--- config.mk ---
export PLATFORM = sky130hd
export DESIGN_NAME = or_unit_arbiter
export DESIGN_NICKNAME = d
export VERILOG_FILES = /design/src/rtl/or_unit_arbiter.sv
export SDC_FILE = /design/constraint.sdc
export NUM_CORES = 1
export LEC_CHECK = 0
export CAP_MARGIN = 20
export CELL_PAD_IN_SITES_DETAIL_PLACEMENT = 1
export CELL_PAD_IN_SITES_GLOBAL_PLACEMENT = 1
export CORE_MARGIN = 1.5
export CORE_UTILIZATION = 37
export CTS_CLUSTER_DIAMETER = 100
export DETAILED_ROUTE_END_ITERATION = 10
export PLACE_DENSITY = 0.82
export SYNTH_ARGS = -nofsm -noshare
export SYNTH_HDL_FRONTEND = slang
export SYNTH_SLANG_ARGS = --single-unit
export TNS_END_PERCENT = 100
--- constraint.sdc ---
create_clock -name clk -period 2.3 [get_ports clk]
set_clock_uncertainty 0.15 [all_clocks]
set_input_delay 0.46 -clock clk [delete_from_list [all_inputs] [get_ports clk]]
set_output_delay 0.46 -clock clk [all_outputs]
set_load 0.01 [all_outputs]
--- src/rtl/or_unit_arbiter.sv ---
// Round-robin arbiter in front of one shared, registered bitwise OR unit.
// One operation is in flight at a time: a requester is granted, its operands
// are latched, the OR is registered, and the result is held with the
// requester ID until the consumer accepts it.
module or_unit_arbiter #(
    parameter int unsigned NREQ = 4,
    parameter int unsigned DW   = 1,
    parameter int unsigned IDW  = 2
) (
    input  logic              clk,
    input  logic              rst_n,
    input  logic [NREQ-1:0]    req,
    input  logic [NREQ*DW-1:0] a_bus,
    input  logic [NREQ*DW-1:0] b_bus,
    output logic [NREQ-1:0]    gnt,
    output logic              rsp_valid,
    input  logic              rsp_ready,
    output logic [DW-1:0]      rsp_data,
    output logic [IDW-1:0]     rsp_id,
    output logic              busy
);

    typedef enum logic [1:0] {StIdle, StIssue, StResp} state_e;

    state_e           state_q, state_d;
    logic [IDW-1:0]   ptr_q;
    logic [NREQ-1:0]  gnt_q;
    logic             rsp_valid_q;
    logic [DW-1:0]    rsp_data_q;
    logic [IDW-1:0]   rsp_id_q;
    logic [DW-1:0]    op_a_q, op_b_q;

    logic             win_found;
    logic [IDW-1:0]   win_id;
    logic [IDW-1:0]   ptr_nxt;
    logic [NREQ-1:0]  win_onehot;
    logic [DW-1:0]    win_a, win_b;
    logic [31:0]      ptr_ext;

    assign ptr_ext = 32'(ptr_q);

    // Winner search: first pass covers ptr..NREQ-1, second pass wraps to 0..ptr-1.
    always_comb begin
        win_found  = 1'b0;
        win_id     = '0;
        ptr_nxt    = ptr_q;
        win_onehot = '0;
        win_a      = '0;
        win_b      = '0;
        for (int unsigned p = 0; p < 2; p++) begin
            for (int unsigned i = 0; i < NREQ; i++) begin
                if (!win_found && req[i] && ((p == 0) ? (i >= ptr_ext) : (i < ptr_ext))) begin
                    win_found     = 1'b1;
                    win_id        = IDW'(i);
                    ptr_nxt       = (i == NREQ - 1) ? '0 : IDW'(i + 1);
                    win_onehot[i] = 1'b1;
                    win_a         = a_bus[i*DW +: DW];
                    win_b         = b_bus[i*DW +: DW];
                end
            end
        end
    end

    // State register.
    always_ff @(posedge clk) begin
        if (!rst_n) begin
            state_q <= StIdle;
        end else begin
            state_q <= state_d;
        end
    end

    // Next-state logic: ISSUE always lasts exactly one cycle.
    always_comb begin
        state_d = state_q;
        unique case (state_q)
            StIdle:  if (win_found) state_d = StIssue;
            StIssue: state_d = StResp;
            StResp:  if (rsp_ready) state_d = StIdle;
            default: state_d = StIdle;
        endcase
    end

    // Output logic derived from state alone.
    always_comb begin
        busy = (state_q != StIdle);
    end

    // Datapath and registered outputs; reset drops any held result.
    always_ff @(posedge clk) begin
        if (!rst_n) begin
            ptr_q       <= '0;
            gnt_q       <= '0;
            rsp_valid_q <= 1'b0;
            rsp_data_q  <= '0;
            rsp_id_q    <= '0;
            op_a_q      <= '0;
            op_b_q      <= '0;
        end else begin
            unique case (state_q)
                StIdle: begin
                    if (win_found) begin
                        gnt_q    <= win_onehot;
                        op_a_q   <= win_a;
                        op_b_q   <= win_b;
                        rsp_id_q <= win_id;
                        ptr_q    <= ptr_nxt;
                    end
                end
                StIssue: begin
                    gnt_q       <= '0;
                    rsp_data_q  <= op_a_q | op_b_q;
                    rsp_valid_q <= 1'b1;
                end
                StResp: begin
                    if (rsp_ready) rsp_valid_q <= 1'b0;
                end
                default: begin
                    gnt_q       <= '0;
                    rsp_valid_q <= 1'b0;
                end
            endcase
        end
    end

    assign gnt       = gnt_q;
    assign rsp_valid = rsp_valid_q;
    assign rsp_data  = rsp_data_q;
    assign rsp_id    = rsp_id_q;

endmodule

==> impl_metrics.py, run 1 <==
metrics = {
    "timing": {
        "period_minus_slack_ps": 2090,
        "slew_viol_final": 0,
        "final-setup-viol-count": 0,
        "final.period_utilization": 0.909,
        "relSlewSlack": 0.697,
        "setup_tns_ps": 0,
        "whs_ps": 350,
        "tightest_slew_ps": 450,
        "rsz0062_at_grt": "no",
        "fin_ws_ps": 210,
        "max_freq_ghz": 0.479,
        "hold_viol": 0,
    },
    "logic_synthesis": {
        "synthCells": 102,
        "synth_enable_flop_cells": 0,
        "yosys-top-cells-area": "dfxtp_1, a21oi_1, a21oi_2",
        "ys_ff_latch": 14,
        "netlist_area_sq_um": 880,
        "yosysTopAreaCell": "dfxtp_1",
        "yosysWarningCount": 0,
        "avgSynthCellArea_sq_um": 8.62,
        "syn_nets": 117,
        "synth.distinct_cells": 41,
        "netlist.area_leader.share": 0.319,
        "async_flop_share": 0,
        "synth_ff_type": "dfxtp_1",
        "ys_seq_area_frac": 0.319,
    },
    "global_routing": {
        "track_usage": 0.204,
        "grt-ovfl-total": 0,
        "grt_pass1_vias": 883,
        "grt_first_pass_wirelength_um": 4040,
        "grt_antenna_before_repair": 0,
        "grt_start_max_net_pins": 12,
    },
    "clock_tree": {
        "clk_latency_ps": 270,
        "cts_sinks": 14,
        "clock_path_buffers": 2,
        "holdBufCountCts": 0,
        "postCtsResizedCells": 0,
        "path_clk_slew_ps": 80,
        "h-tree-depth": 1,
        "cts_root_buffer": "clkbuf_4",
        "cts_tree": "done",
        "cts_buffers": 3,
        "cts_setup_buffers": 0,
    },
    "power": {
        "powerDensity_nw_per_um2": 575,
        "p_leak_nw": 0.464,
        "ir_drop_uv": 436,
    },
    "layout": {
        "layout-drive-gt1-share": 0.157,
        "area_growth_pct": 32.6,
        "fin_nets": 144,
        "design_area_sq_um": 1170,
        "final_common_cell": "clkdlybuf4s50_1",
        "layout_common_cells": "clkdlybuf4s50_1, dfxtp_1, a21oi_1, nor2_1, inv_1",
        "final_util": 0.522,
        "n_antenna_cell": 0,
    },
    "drt": {
        "antenna_left": 0,
        "vias": 894,
        "drtIter0Drc": 19,
        "wirelength_um": 2330,
        "viasPerCell": 5.77,
        "dr.pass1.iters": 4,
        "drcViolationCount": 0,
        "drt-wirelength-per-cell_um": 15.0,
    },
    "critical_path": {
        "critical_path_arrival_ps": 1480,
        "cp-endpoint": "busy",
        "path_class": "reg -> out",
        "r2r-end": "op_a_q",
        "path_cells": "or2_1 -> clkdlybuf4s50_1",
        "rrSetupSlack_ps": 510,
        "cp-end-kind": "output pin",
        "slowest_delay_ps": 560,
        "crit_path_max_fanout": 6,
        "cp-start-kind": "flop",
        "crit_slowest_cell": "clkdlybuf4s50_1",
        "cp_data_required_time_ps": 1690,
        "r2r_start": "ptr_q[1]",
        "r2r_cells": 5,
        "crit_start": "state_q[1]",
    },
    "flow_run": {
        "maxCapViolations": 0,
    },
    "placement": {
        "dpl.hpwl_um": 1860,
        "numPortBuffers": 23,
        "gp_congestion": 0.840,
        "placed_area_sq_um": 1140,
        "pre_cts_ws_ps": 8.08,
    },
    "floorplanning": {
        "num_io_pins": 24,
        "die-area_sq_um": 2680,
        "rows": 17,
        "die_h_um": 51.8,
        "initial_core_util": 0.394,
        "core_sq_um": 2230,
        "die_w_um": 51.8,
    },
    "min_path": {
        "hold_path_class": "reg -> reg",
    },
    "status": {
        "status": "finished clean",
    },
}
## where the power goes
part / switching, W / leakage [nW] / total (W) / internal [W]
sequential: 0.0000302 / 0.115 / 0.000300 / 0.000270
combinational: 0.000118 / 0.335 / 0.000238 / 0.000120
clock: 0.0000712 / 0.0138 / 0.000132 / 0.0000605
total: 0.000220 / 0.464 / 0.000670 / 0.000450
## cells in the mapped netlist (3+ instances only)
master / number
nand2_1: 5
dfxtp_1: 14
a21oi_1: 8
a31oi_1: 3
o21ai_1: 3
o21ai_0: 5
and2_1: 3
nor2b_1: 4
o211a_1: 3
inv_1: 6
a21oi_2: 4
nor2_1: 8
## sequential cells by signal, indices dropped and copies added (netlist names)
| register | flops |
|---|---|
| gnt | 4 |
| ptr_q | 2 |
| rsp_id | 2 |
| state_q | 2 |
| op_a_q | 1 |
| op_b_q | 1 |
| rsp_data | 1 |
| rsp_valid | 1 |
## routing by layer
layer	wire, um	vias to the layer above	track usage
met5	0	-	0
met4	9	0	0.0526
met3	124	2	0.0546
met2	1150	27	0.333
met1	1050	427	0.267
li1	-	438	-
## cells by family (layout without fill, tap and decap cells)
group | after synthesis | count (layout) | share of synthesized area
simple gates | 31 | 31 | 0.201
mux | 2 | 2 | 0.0228
buf+inv | 10 | 35 | 0.0484
compound gates | 45 | 45 | 0.410
flops | 14 | 14 | 0.319
## worst max-delay path, delay by kind of cell (launching register included)
family | cells | cell delay, ps
simple gates | 1 | 220
flops | 1 | 430
buf+inv | 1 | 560
## through the flow
stage          power, W  cells
2_1_floorplan  0.000443    102
3_3_place_gp   0.000537    152
3_5_place_dp   0.000544    152
4_1_cts        0.000677    155
5_1_grt        0.000720    155
6_report       0.000670    155
## worst min-delay path by stage
stage / startpoint / to / slack [ps] / depth (start not counted)
after floorplan: state_q[0] / rsp_valid / 360 / 1
after global placement: rsp_valid / rsp_valid / 330 / 1
after detailed placement: gnt[1] / gnt[1] / 340 / 2
after CTS: gnt[0] / gnt[0] / 360 / 2
after global routing: rsp_valid / rsp_valid / 380 / 1
final: gnt[1] / gnt[1] / 350 / 2
## cell type report
class                      count  area, sq um
fill                         275         1070
multi-input combinational     78          557
sequential                    14          280
timing repair buffer          25          245
tap                           28         35.0
inverter                       7         26.3
clock buffer                   3         22.5
No activity file was read; power rests on OpenSTA's default activity.
==> run 2, diff against run 1 <==
--- a/config.mk
+++ b/config.mk
@@ -5,13 +5,14 @@
 export SDC_FILE = /design/constraint.sdc
 export NUM_CORES = 1
 export LEC_CHECK = 0
-export CAP_MARGIN = 20
+export CAP_MARGIN = 5
 export CELL_PAD_IN_SITES_DETAIL_PLACEMENT = 1
 export CELL_PAD_IN_SITES_GLOBAL_PLACEMENT = 1
 export CORE_MARGIN = 1.5
 export CORE_UTILIZATION = 37
 export CTS_CLUSTER_DIAMETER = 100
 export DETAILED_ROUTE_END_ITERATION = 10
+export GPL_TIMING_DRIVEN = 0
 export PLACE_DENSITY = 0.82
 export SYNTH_ARGS = -nofsm -noshare
 export SYNTH_HDL_FRONTEND = slang
==> impl_metrics.py, run 2 (synthesis results as in run 1) <==
metrics = {
    "timing": {
        "hold_viol": 0,
        "period_minus_slack_ps": 2100,
        "max_freq_ghz": 0.477,
        "slew_viol_final": 0,
        "final.period_utilization": 0.911,
        "whs_ps": 354,
        "tightest_slew_ps": 447,
        "rsz0062_at_grt": "no",
        "relSlewSlack": 0.701,
        "final-setup-viol-count": 0,
        "setup_tns_ps": 0,
    },
    "clock_tree": {
        "postCtsResizedCells": 0,
        "cts_tree": "done",
        "cts_sinks": 14,
        "h-tree-depth": 1,
        "cts_setup_buffers": 0,
        "clk_latency_ps": 280,
        "cts_root_buffer": "clkbuf_4",
        "cts_buffers": 3,
        "clock_path_buffers": 2,
        "holdBufCountCts": 0,
        "path_clk_slew_ps": 80,
    },
    "global_routing": {
        "grt_pass1_vias": 922,
        "grt_first_pass_wirelength_um": 4370,
        "grt_antenna_before_repair": 0,
        "track_usage": 0.225,
        "grt-ovfl-total": 0,
        "grt_start_max_net_pins": 11,
    },
    "floorplanning": {
        "die-area_sq_um": 2680,
        "core_sq_um": 2230,
        "rows": 17,
        "initial_core_util": 0.394,
        "die_w_um": 51.8,
        "num_io_pins": 24,
        "die_h_um": 51.8,
    },
    "layout": {
        "layout-drive-gt1-share": 0.156,
        "n_antenna_cell": 0,
        "fill_cells": 283,
        "final_common_cell": "clkdlybuf4s50_1",
        "fin_nets": 145,
        "layout_common_cells": "clkdlybuf4s50_1, dfxtp_1, a21oi_1, nor2_1, inv_1",
        "design_area_sq_um": 1170,
        "largest_reg_flops": 4,
        "area_growth_pct": 32.7,
    },
    "placement": {
        "dpl.hpwl_um": 1940,
        "placed_area_sq_um": 1140,
        "numPortBuffers": 23,
        "gp_congestion": 0.907,
    },
    "min_path": {
        "hold_start": "gnt[1]",
        "hold_path_class": "reg -> reg",
    },
    "drt": {
        "drtIter0Drc": 8,
        "drcViolationCount": 0,
        "viasPerCell": 5.65,
        "dr.pass1.iters": 4,
        "drt-wirelength-per-cell_um": 16.3,
        "vias": 881,
        "antenna_left": 0,
        "wirelength_um": 2540,
    },
    "flow_run": {
        "maxCapViolations": 0,
    },
    "critical_path": {
        "cp-start-kind": "primary input",
        "rrSetupSlack_ps": 610,
        "r2r_start": "ptr_q[0]",
        "crit_start": "req[0]",
        "cp_data_required_time_ps": 2360,
        "crit_path_max_fanout": 9,
        "cp-end-kind": "flop",
        "critical_path_arrival_ps": 2150,
        "path_class": "in -> reg",
    },
    "power": {
        "p_total_w": 0.000679,
        "ir_drop_uv": 324,
        "powerDensity_nw_per_um2": 582,
        "p_leak_nw": 0.466,
    },
    "status": {
        "status": "finished clean",
    },
}
[run 2: cell types whose count changed in the layout (fill, tap and decap cells not counted), sizes merged]
cell,change
clkbuf,+1
[run 2: final timing paths]
check | endpoint | depth (start not counted)
max | op_a_q | 6
min | gnt[1] | 2
max reg2reg | op_a_q | 6
min reg2reg | gnt[1] | 2
[run 2: critical path: stages]
cell,delay (ps)
clkdlybuf4s50_1,630
nor2_4,320
nand4_1,280
o21ai_1,180
a221oi_2,50
a211oi_2,220
[run 2: area by class of cell]
| cell class | instances | area, sq um | area share |
|---|---|---|---|
| plain buffers | 3 | 16.3 | 0.0139 |
| clock buffers | 3 | 22.5 | 0.0193 |
| inverters | 7 | 26.3 | 0.0225 |
| multi-input cells | 78 | 557 | 0.477 |
| flip-flops and latches | 14 | 280 | 0.240 |
| well taps | 28 | 35.0 | 0.0300 |
| repair buffers | 23 | 230 | 0.197 |
[run 2: stage by stage]
step | utilization | cells | setup slack, ps
after floorplan | - | 102 | 814
after global placement | 0.513 | 153 | -7.62
after detailed placement | 0.513 | 153 | -57.9
after CTS | 0.523 | 156 | 226
after global routing | 0.523 | 156 | 67.4
final | 0.523 | 156 | 204
[run 2: power breakdown]
| group | switching, W | internal [W] | total [W] | leakage [nW] |
|---|---|---|---|---|
| Sequential | 0.0000205 | 0.000270 | 0.000290 | 0.115 |
| Combinational | 0.000131 | 0.000121 | 0.000252 | 0.337 |
| Clock | 0.0000756 | 0.0000608 | 0.000136 | 0.0138 |
[run 2: per-layer routing]
metal	global-route usage	routed length, um
met5	0	0
met4	0.0833	16
met3	0.0575	91
met2	0.393	1310
met1	0.263	1130
